===== src/rtl/useq_pkg.sv =====
// Shared encodings, control-word field offsets, opcodes and default microcode
// for the microprogrammed control unit.
package useq_pkg;

  typedef enum logic [1:0] {
    SEQ_NEXT  = 2'b00,
    SEQ_DISP1 = 2'b01,
    SEQ_DISP2 = 2'b10,
    SEQ_FETCH = 2'b11
  } seq_t;

  localparam int SEQ_LSB  = 0;
  localparam int WAIT_BIT = 2;
  localparam int CTRL_LSB = 3;

  localparam logic [5:0] OP_RTYPE = 6'h00;
  localparam logic [5:0] OP_J     = 6'h02;
  localparam logic [5:0] OP_BEQ   = 6'h04;
  localparam logic [5:0] OP_LW    = 6'h23;
  localparam logic [5:0] OP_SW    = 6'h2B;

  typedef struct packed {
    logic [15:0] ctrl;
    logic        wt;
    seq_t        seq;
  } uword_t;

  localparam uword_t TRAP_WORD = '{ctrl: 16'h0000, wt: 1'b0, seq: SEQ_FETCH};

  function automatic uword_t default_word(input int addr);
    uword_t w;
    case (addr)
      0:       w = '{ctrl: 16'h0851, wt: 1'b1, seq: SEQ_NEXT};
      1:       w = '{ctrl: 16'h1800, wt: 1'b0, seq: SEQ_DISP1};
      2:       w = '{ctrl: 16'h3000, wt: 1'b0, seq: SEQ_DISP2};
      3:       w = '{ctrl: 16'h00C0, wt: 1'b1, seq: SEQ_FETCH};
      4:       w = '{ctrl: 16'h0300, wt: 1'b0, seq: SEQ_FETCH};
      5:       w = '{ctrl: 16'h00A0, wt: 1'b1, seq: SEQ_FETCH};
      6:       w = '{ctrl: 16'hA000, wt: 1'b0, seq: SEQ_NEXT};
      7:       w = '{ctrl: 16'h0500, wt: 1'b0, seq: SEQ_FETCH};
      8:       w = '{ctrl: 16'h6006, wt: 1'b0, seq: SEQ_FETCH};
      9:       w = '{ctrl: 16'h0009, wt: 1'b0, seq: SEQ_FETCH};
      default: w = '{ctrl: 16'h0000, wt: 1'b0, seq: SEQ_NEXT};
    endcase
    return w;
  endfunction

endpackage


===== src/rtl/useq_store.sv =====
// Combinational control store: word {ctrl, wait, seq} at the given micro-address.
module useq_store
  import useq_pkg::*;
#(
  parameter int                 MPC_W     = 4,
  parameter int                 CTRL_W    = 16,
  parameter logic [MPC_W-1:0]   TRAP_ADDR = MPC_W'(4'hF)
) (
  input  logic [MPC_W-1:0]  addr,
  output logic [CTRL_W+2:0] word
);

  uword_t dw;

  // The trap entry overrides whatever microcode would otherwise sit there.
  always_comb begin
    if (addr == TRAP_ADDR) dw = TRAP_WORD;
    else                   dw = default_word(int'(addr));
    word = {CTRL_W'(dw.ctrl), dw.wt, dw.seq};
  end

endmodule


===== src/rtl/micro_sequencer.sv =====
// Microprogrammed control unit: micro-PC, dispatch tables, next-address logic,
// memory-wait stall, illegal-opcode trap and microcycle counter.
module micro_sequencer
  import useq_pkg::*;
#(
  parameter int               MPC_W     = 4,
  parameter int               CTRL_W    = 16,
  parameter int               OP_W      = 6,
  parameter logic [MPC_W-1:0] TRAP_ADDR = MPC_W'(4'hF)
) (
  input  logic              clk,
  input  logic              rst,
  input  logic [OP_W-1:0]   opcode,
  input  logic              mem_ready,
  output logic [CTRL_W-1:0] control,
  output logic [MPC_W-1:0]  mpc,
  output logic              illegal,
  output logic [15:0]       ucycles
);

  localparam int CW = CTRL_W + 3;

  logic [CW-1:0]    word;
  seq_t             seq;
  logic             wt;
  logic             advance;
  logic             miss;
  logic             d1_hit;
  logic             d2_hit;
  logic [MPC_W-1:0] d1_addr;
  logic [MPC_W-1:0] d2_addr;
  logic [MPC_W-1:0] mpc_next;

  useq_store #(
    .MPC_W     (MPC_W),
    .CTRL_W    (CTRL_W),
    .TRAP_ADDR (TRAP_ADDR)
  ) u_store (
    .addr (mpc),
    .word (word)
  );

  always_ff @(posedge clk or posedge rst) begin
    if (rst) begin
      mpc     <= '0;
      illegal <= 1'b0;
      ucycles <= '0;
    end else begin
      illegal <= advance & miss;
      if (advance) begin
        mpc     <= mpc_next;
        ucycles <= ucycles + 16'd1;
      end
    end
  end

  always_comb begin
    d1_hit  = 1'b1;
    d1_addr = '0;
    case (opcode)
      OP_W'(OP_RTYPE):              d1_addr = MPC_W'(6);
      OP_W'(OP_LW), OP_W'(OP_SW):   d1_addr = MPC_W'(2);
      OP_W'(OP_BEQ):                d1_addr = MPC_W'(8);
      OP_W'(OP_J):                  d1_addr = MPC_W'(9);
      default:                      d1_hit  = 1'b0;
    endcase

    d2_hit  = 1'b1;
    d2_addr = '0;
    case (opcode)
      OP_W'(OP_LW): d2_addr = MPC_W'(3);
      OP_W'(OP_SW): d2_addr = MPC_W'(5);
      default:      d2_hit  = 1'b0;
    endcase
  end

  // A waiting word with memory not ready freezes mpc and ucycles.
  always_comb begin
    seq      = seq_t'(word[SEQ_LSB +: 2]);
    wt       = word[WAIT_BIT];
    advance  = !(wt && !mem_ready);
    miss     = 1'b0;
    mpc_next = mpc + MPC_W'(1);
    case (seq)
      SEQ_NEXT:  mpc_next = mpc + MPC_W'(1);
      SEQ_DISP1: begin
        miss     = !d1_hit;
        mpc_next = d1_hit ? d1_addr : TRAP_ADDR;
      end
      SEQ_DISP2: begin
        miss     = !d2_hit;
        mpc_next = d2_hit ? d2_addr : TRAP_ADDR;
      end
      SEQ_FETCH: mpc_next = '0;
    endcase
  end

  always_comb begin
    control = word[CW-1:CTRL_LSB];
  end

endmodule


===== config.mk =====
export PLATFORM = sky130hd
export DESIGN_NAME = micro_sequencer
export DESIGN_NICKNAME = d
export VERILOG_FILES = /design/src/rtl/useq_pkg.sv /design/src/rtl/useq_store.sv /design/src/rtl/micro_sequencer.sv
export SDC_FILE = /design/constraint.sdc
export NUM_CORES = 1
export LEC_CHECK = 0
export CAP_MARGIN = 20
export CORE_ASPECT_RATIO = 1.75
export CORE_MARGIN = 3
export CORE_UTILIZATION = 50
export CTS_BUF_LIST = sky130_fd_sc_hd__clkbuf_4 sky130_fd_sc_hd__clkbuf_8
export CTS_CLUSTER_DIAMETER = 100
export DETAILED_ROUTE_END_ITERATION = 7
export DONT_BUFFER_PORTS = 1
export HOLD_SLACK_MARGIN = 0.02
export PLACE_DENSITY = 0.68
export SYNTH_ARGS = -nofsm -noshare
export SYNTH_HDL_FRONTEND = slang
export SYNTH_HIERARCHICAL = 1
export SYNTH_SLANG_ARGS = --single-unit

===== constraint.sdc =====
create_clock -name clk -period 1.8 [get_ports clk]
set_input_delay 0.54 -clock clk [delete_from_list [all_inputs] [get_ports clk]]
set_output_delay 0.54 -clock clk [all_outputs]
set_load 0.1 [all_outputs]

==> results of run 1 <==
stage by stage:
step	setup TNS (ns)	instances	util, %	hold WS, ns
after CTS	-5.38	247	94.3	0.198
after detailed placement	-1.33	235	83.4	0.480
after global placement	-0.811	235	83.4	0.471
after floorplan	-8.72	155	-	0.516
repair_timing:
item | 4_1_cts
gates resized for setup | 44
setup endpoints to repair | 29
cloned | 0
pin swaps | 17
setup buffers | 8
cell families after synthesis:
kind of cell / Yosys count / share of synthesized area (%)
AO/OA/AOI/OAI: 23 / 10.0
XOR/XNOR: 16 / 9.85
adder cells (fa/ha/maj): 9 / 7.92
buffers and inverters: 17 / 6.42
flip-flops: 21 / 36.9
multiplexers: 1 / 0.704
AND/OR/NAND/NOR: 68 / 28.1
==> parameters.txt, run 1 <==
Parameter                              Value

Run status
  Run status    aborted with a tool error
  Stopping stage    5_1_grt
  First Error    [ERROR DPL-0033] detailed placement checks failed during check placement.

Yosys
  Number of warnings printed during yosys synthesis    6
  Number of synthesized flops with an enable pin    0
  Net Count, Synth    173
  Share of the synthesized area in the top cell type    36.9%
  Gate Count Post-Synth    155
  Sequential share of the synthesized area    36.9%
  Most used flip-flop cell after synthesis    sky130_fd_sc_hd__dfrtp_1
  Cell area after synthesis    1420 um^2
  Share of flip-flops with an asynchronous set or reset after synthesis    100%
  Top cells by instance count after synthesis    sky130_fd_sc_hd__dfrtp_1 (21), sky130_fd_sc_hd__nor2_1 (14), sky130_fd_sc_hd__nand2_1 (13)
  Count of distinct cell types in the synthesized netlist    38
  Most numerous cell in the Yosys netlist    sky130_fd_sc_hd__dfrtp_1
  Cell accounting for the most synthesized area    sky130_fd_sc_hd__dfrtp_1
  Leading post-synthesis cells by cell area    sky130_fd_sc_hd__dfrtp_1 (37%), sky130_fd_sc_hd__ha_1 (7.9%), sky130_fd_sc_hd__xnor2_1 (5.5%)
  Synthesized flop and latch total    21
  Average size of a mapped cell    9.18 um^2

GRT
  Largest net degree at the start of global routing    22
  Antenna violations before repair    0

CTS
  Cell chosen for the clock root    sky130_fd_sc_hd__clkbuf_8
  CTS Buf Count    3
  # clock sinks    21
  H-tree Lvls    1
  Post-CTS Hold Buffers    0
  CTS max path bufs    2

Place
  Place WS    -0.207 ns
  Placed cell areas    2270 um^2
  Post-DP HPWL    3.37 mm
  Count of port buffers added during placement    0
  GP Congestion    0.843

Floorplanning
  Num rows    25
  Ports    46
  Starting density of the core    52.3%
  Die extent in y    76.6 um
  Die span in x    46.3 um

Timing
  Crit. endpoint post-GRT repair    control[12]
  Worst-path endpoint category    output port
==> inputs of run 2 (changes only) <==
==> config.mk (replaced) <==
export PLATFORM = sky130hd
export DESIGN_NAME = micro_sequencer
export DESIGN_NICKNAME = d
export VERILOG_FILES = /design/src/rtl/useq_pkg.sv /design/src/rtl/useq_store.sv /design/src/rtl/micro_sequencer.sv
export SDC_FILE = /design/constraint.sdc
export NUM_CORES = 1
export LEC_CHECK = 0
export CAP_MARGIN = 20
export CORE_MARGIN = 3
export CORE_UTILIZATION = 35
export DETAILED_ROUTE_END_ITERATION = 7
export DONT_BUFFER_PORTS = 1
export PLACE_DENSITY_LB_ADDON = 0.15
export SYNTH_ARGS = -nofsm -noshare
export SYNTH_HDL_FRONTEND = slang
export SYNTH_HIERARCHICAL = 1
export SYNTH_SLANG_ARGS = --single-unit
==> constraint.sdc (replaced) <==
create_clock -name clk -period 2.34 [get_ports clk]
set_input_delay 0.702 -clock clk [delete_from_list [all_inputs] [get_ports clk]]
set_output_delay 0.702 -clock clk [all_outputs]
set_load 0.1 [all_outputs]
==> run 2 against run 1 <==
The run now ends clean. Synthesized area stayed put. Synthesized cell count stayed put.
==> parameters.txt, run 2 <==
Parameter                              Value

Hold path
  Worst hold-check path type    input port to asynchronous set/reset pin

Floorplanning
  Die extent in y    69.8 um (was 76.6 um)
  Ports    46 (unchanged)
  Num rows    22 (was 25)
  Core ar.    3800 um^2
  Die span in x    69.8 um (was 46.3 um)
  Area enclosed by the die boundary    4870 um^2
  Starting density of the core    37.5% (was 52.3%)

Timing
  Highest clock rate    445 MHz
  Total negative slack    0 ns
  RSZ-0062 raised after global routing    no
  Worst-Margin Slew    0.544 ns
  Final number of hold-violating endpoints    0
  Post-route clock period utilization    96.1%
  Final worst slack    0.0916 ns
  Endpoints failing setup    0
  Clock tree skew after final layout    0.00486 ns
  Headroom to the max-slew limit    63.4%
  Final slew viol count    0
  Final Critical Period    2.25 ns

CTS
  H-tree Lvls    1 (unchanged)
  CTS tree    done
  Cell chosen for the clock root    sky130_fd_sc_hd__clkbuf_8 (unchanged)
  CTS clk-pin slew, worst paths    0.07 ns
  # clock sinks    21 (unchanged)
  Later-pin clock latency in the skew report    0.25 ns
  CTS max path bufs    2 (unchanged)
  CTS Buf Count    3 (unchanged)

Yosys
  Count of distinct cell types in the synthesized netlist    38 (unchanged)
  Synthesized flop and latch total    21 (unchanged)
  Most used flip-flop cell after synthesis    sky130_fd_sc_hd__dfrtp_1 (unchanged)
  Number of warnings printed during yosys synthesis    6 (unchanged)
  Top cells by instance count after synthesis    sky130_fd_sc_hd__dfrtp_1 (21), sky130_fd_sc_hd__nor2_1 (14), sky130_fd_sc_hd__nand2_1 (13) (unchanged)
  Cell area after synthesis    1420 um^2 (unchanged)
  Average size of a mapped cell    9.18 um^2 (unchanged)
  Leading post-synthesis cells by cell area    sky130_fd_sc_hd__dfrtp_1 (37%), sky130_fd_sc_hd__ha_1 (7.9%), sky130_fd_sc_hd__xnor2_1 (5.5%) (unchanged)
  Gate Count Post-Synth    155 (unchanged)
  Number of synthesized flops with an enable pin    0 (unchanged)
  Share of flip-flops with an asynchronous set or reset after synthesis    100% (unchanged)
  Cell accounting for the most synthesized area    sky130_fd_sc_hd__dfrtp_1 (unchanged)
  Most numerous cell in the Yosys netlist    sky130_fd_sc_hd__dfrtp_1 (unchanged)
  Share of the synthesized area in the top cell type    36.9% (unchanged)
  Sequential share of the synthesized area    36.9% (unchanged)
  Net Count, Synth    173 (unchanged)

Cells and area
  Register ranked first by flip-flop count    ucycles
  Fraction of layout cells with a size suffix above 1    40.0%
  Fillers    329
  Number of flip-flops in the largest register    16
  Most common cell after layout, fill and taps aside    sky130_fd_sc_hd__buf_4
  Commonest non-fill, non-tap cells in the layout    sky130_fd_sc_hd__buf_4 (28), sky130_fd_sc_hd__dfrtp_1 (17), sky130_fd_sc_hd__buf_12 (14)
  Count of non-filler cells in the finished layout    243
  Ant diodes    0
  Final net count    214
  Area growth from synthesis to final layout    49.9%
  Largest registers    ucycles x16, mpc x4, illegal x1

Flow run
  # Max-Cap Violations    0

Route
  Routed wire length    3.31 mm
  DRC errors left    0
  Total via count in the routed design    1254
  Metal2 WL    1.57 mm
  First-pass iteration count of the detailed router    4
  DRT iter0 DRCs    46
  Vias per cell    5.16
  Top layer in use    met4
  Per-cell routed wire length    13.6 um
  Routed length on met1    1.51 mm
  Total length of routed met3 wires    212 um
  Post-route ant nets    0

Worst setup path
  Cell type of the slowest stage on the worst timing path    sky130_fd_sc_hd__dfrtp_4
  Slowest cell delay on critical path    0.50 ns
  Register-to-register setup slack    0.15 ns
  Type of the setup path with the least slack    register to output port
  Kind of end point of the critical path    output port
  Arrival time at the worst endpoint    1.55 ns
  Critical path cell sequence    inv_4, ha_4, nor3b_4, buf_12
  Largest fanout on the critical path    9
  Worst endpoint required time    1.64 ns
  Critical path launch point type    register

Run status
  Run status    completed (was aborted with a tool error)

Place
  GP Congestion    0.779 (was 0.843)
  Place WS    0.151 ns (was -0.207 ns)
  Post-DP HPWL    2.64 mm (was 3.37 mm)
  Count of port buffers added during placement    0 (unchanged)
  Placed instance count    238 (was 235)

GRT
  Largest net degree at the start of global routing    15
  Number of global-route vias before repair    1201
  Antenna violations before repair    0
  Gr ovfl total    0
  Wire length of the first global-routing pass    5.76 mm
  GRT Overall Usage    14.1%
-- run 2: stage by stage --
stage | utilization, % | hold slack [ns] | instance area [um^2]
after floorplan | - | 0.679 | 1620
after global placement | 54.5 | 0.479 | 2070
after detailed placement | 54.5 | 0.492 | 2070
after CTS | 55.7 | 0.300 | 2120
after global routing | 56.1 | 0.323 | 2130
final | 56.1 | 0.297 | 2130
-- run 2: repair_timing --
action / CTS / global route
setup endpoints to repair: 0 / 8
resized for setup: 0 / 5
hold buffers: 0 / 0
hold endpoints to repair: 0 / 0
setup buffers: 0 / 1
-- run 2: path summary, 6_finish.rpt --
path / start / endpoint / depth (start not counted)
max in group asynchronous: rst / ucycles[4] / 2
min in group clk: ucycles[14] / ucycles[14] / 1
hold reg to reg: ucycles[14] / ucycles[14] / 1
setup reg to reg: mpc[0] / mpc[2] / 10
setup / recovery: mpc[0] / control[12] / 4
hold / removal: rst / ucycles[13] / 1
-- run 2: kinds of logic after synthesis --
logic type               count (synthesis)  synth area share [%]
AO/OA/AOI/OAI                           23                  10.0
XOR/XNOR                                16                  9.85
flip-flops                              21                  36.9
AND/OR/NAND/NOR                         68                  28.1
adder cells (fa/ha/maj)                  9                  7.92
multiplexers                             1                 0.704
buffers and inverters                   17                  6.42
-- run 2: critical path, delay by kind of cell, from the launching register on --
kind / cells / cell delay (ns)
flip-flops: 1 / 0.50
adder cells (fa/ha/maj): 1 / 0.31
buffers and inverters: 2 / 0.26
AND/OR/NAND/NOR: 1 / 0.23
-- run 2: cell type report --
type	instances	area (um^2)	area share (%)
timing repair buffer	42	490	23.0
sequential	21	541	25.4
multi-input combinational	117	946	44.4
tap	48	60.1	2.82
clock buffer	4	45.0	2.11
inverter	11	50.0	2.35
-- run 2: layer usage --
metal  track usage [%]  vias up
li1                  -      615
met5                 0        -
met1              20.1      595
met2              22.0       40
met3              3.48        4
met4              2.34        0
Power of run 2 is left out: the tool's default activity adds up to more than one toggle a clock period on the data nets, which glitch-free logic cannot reach.
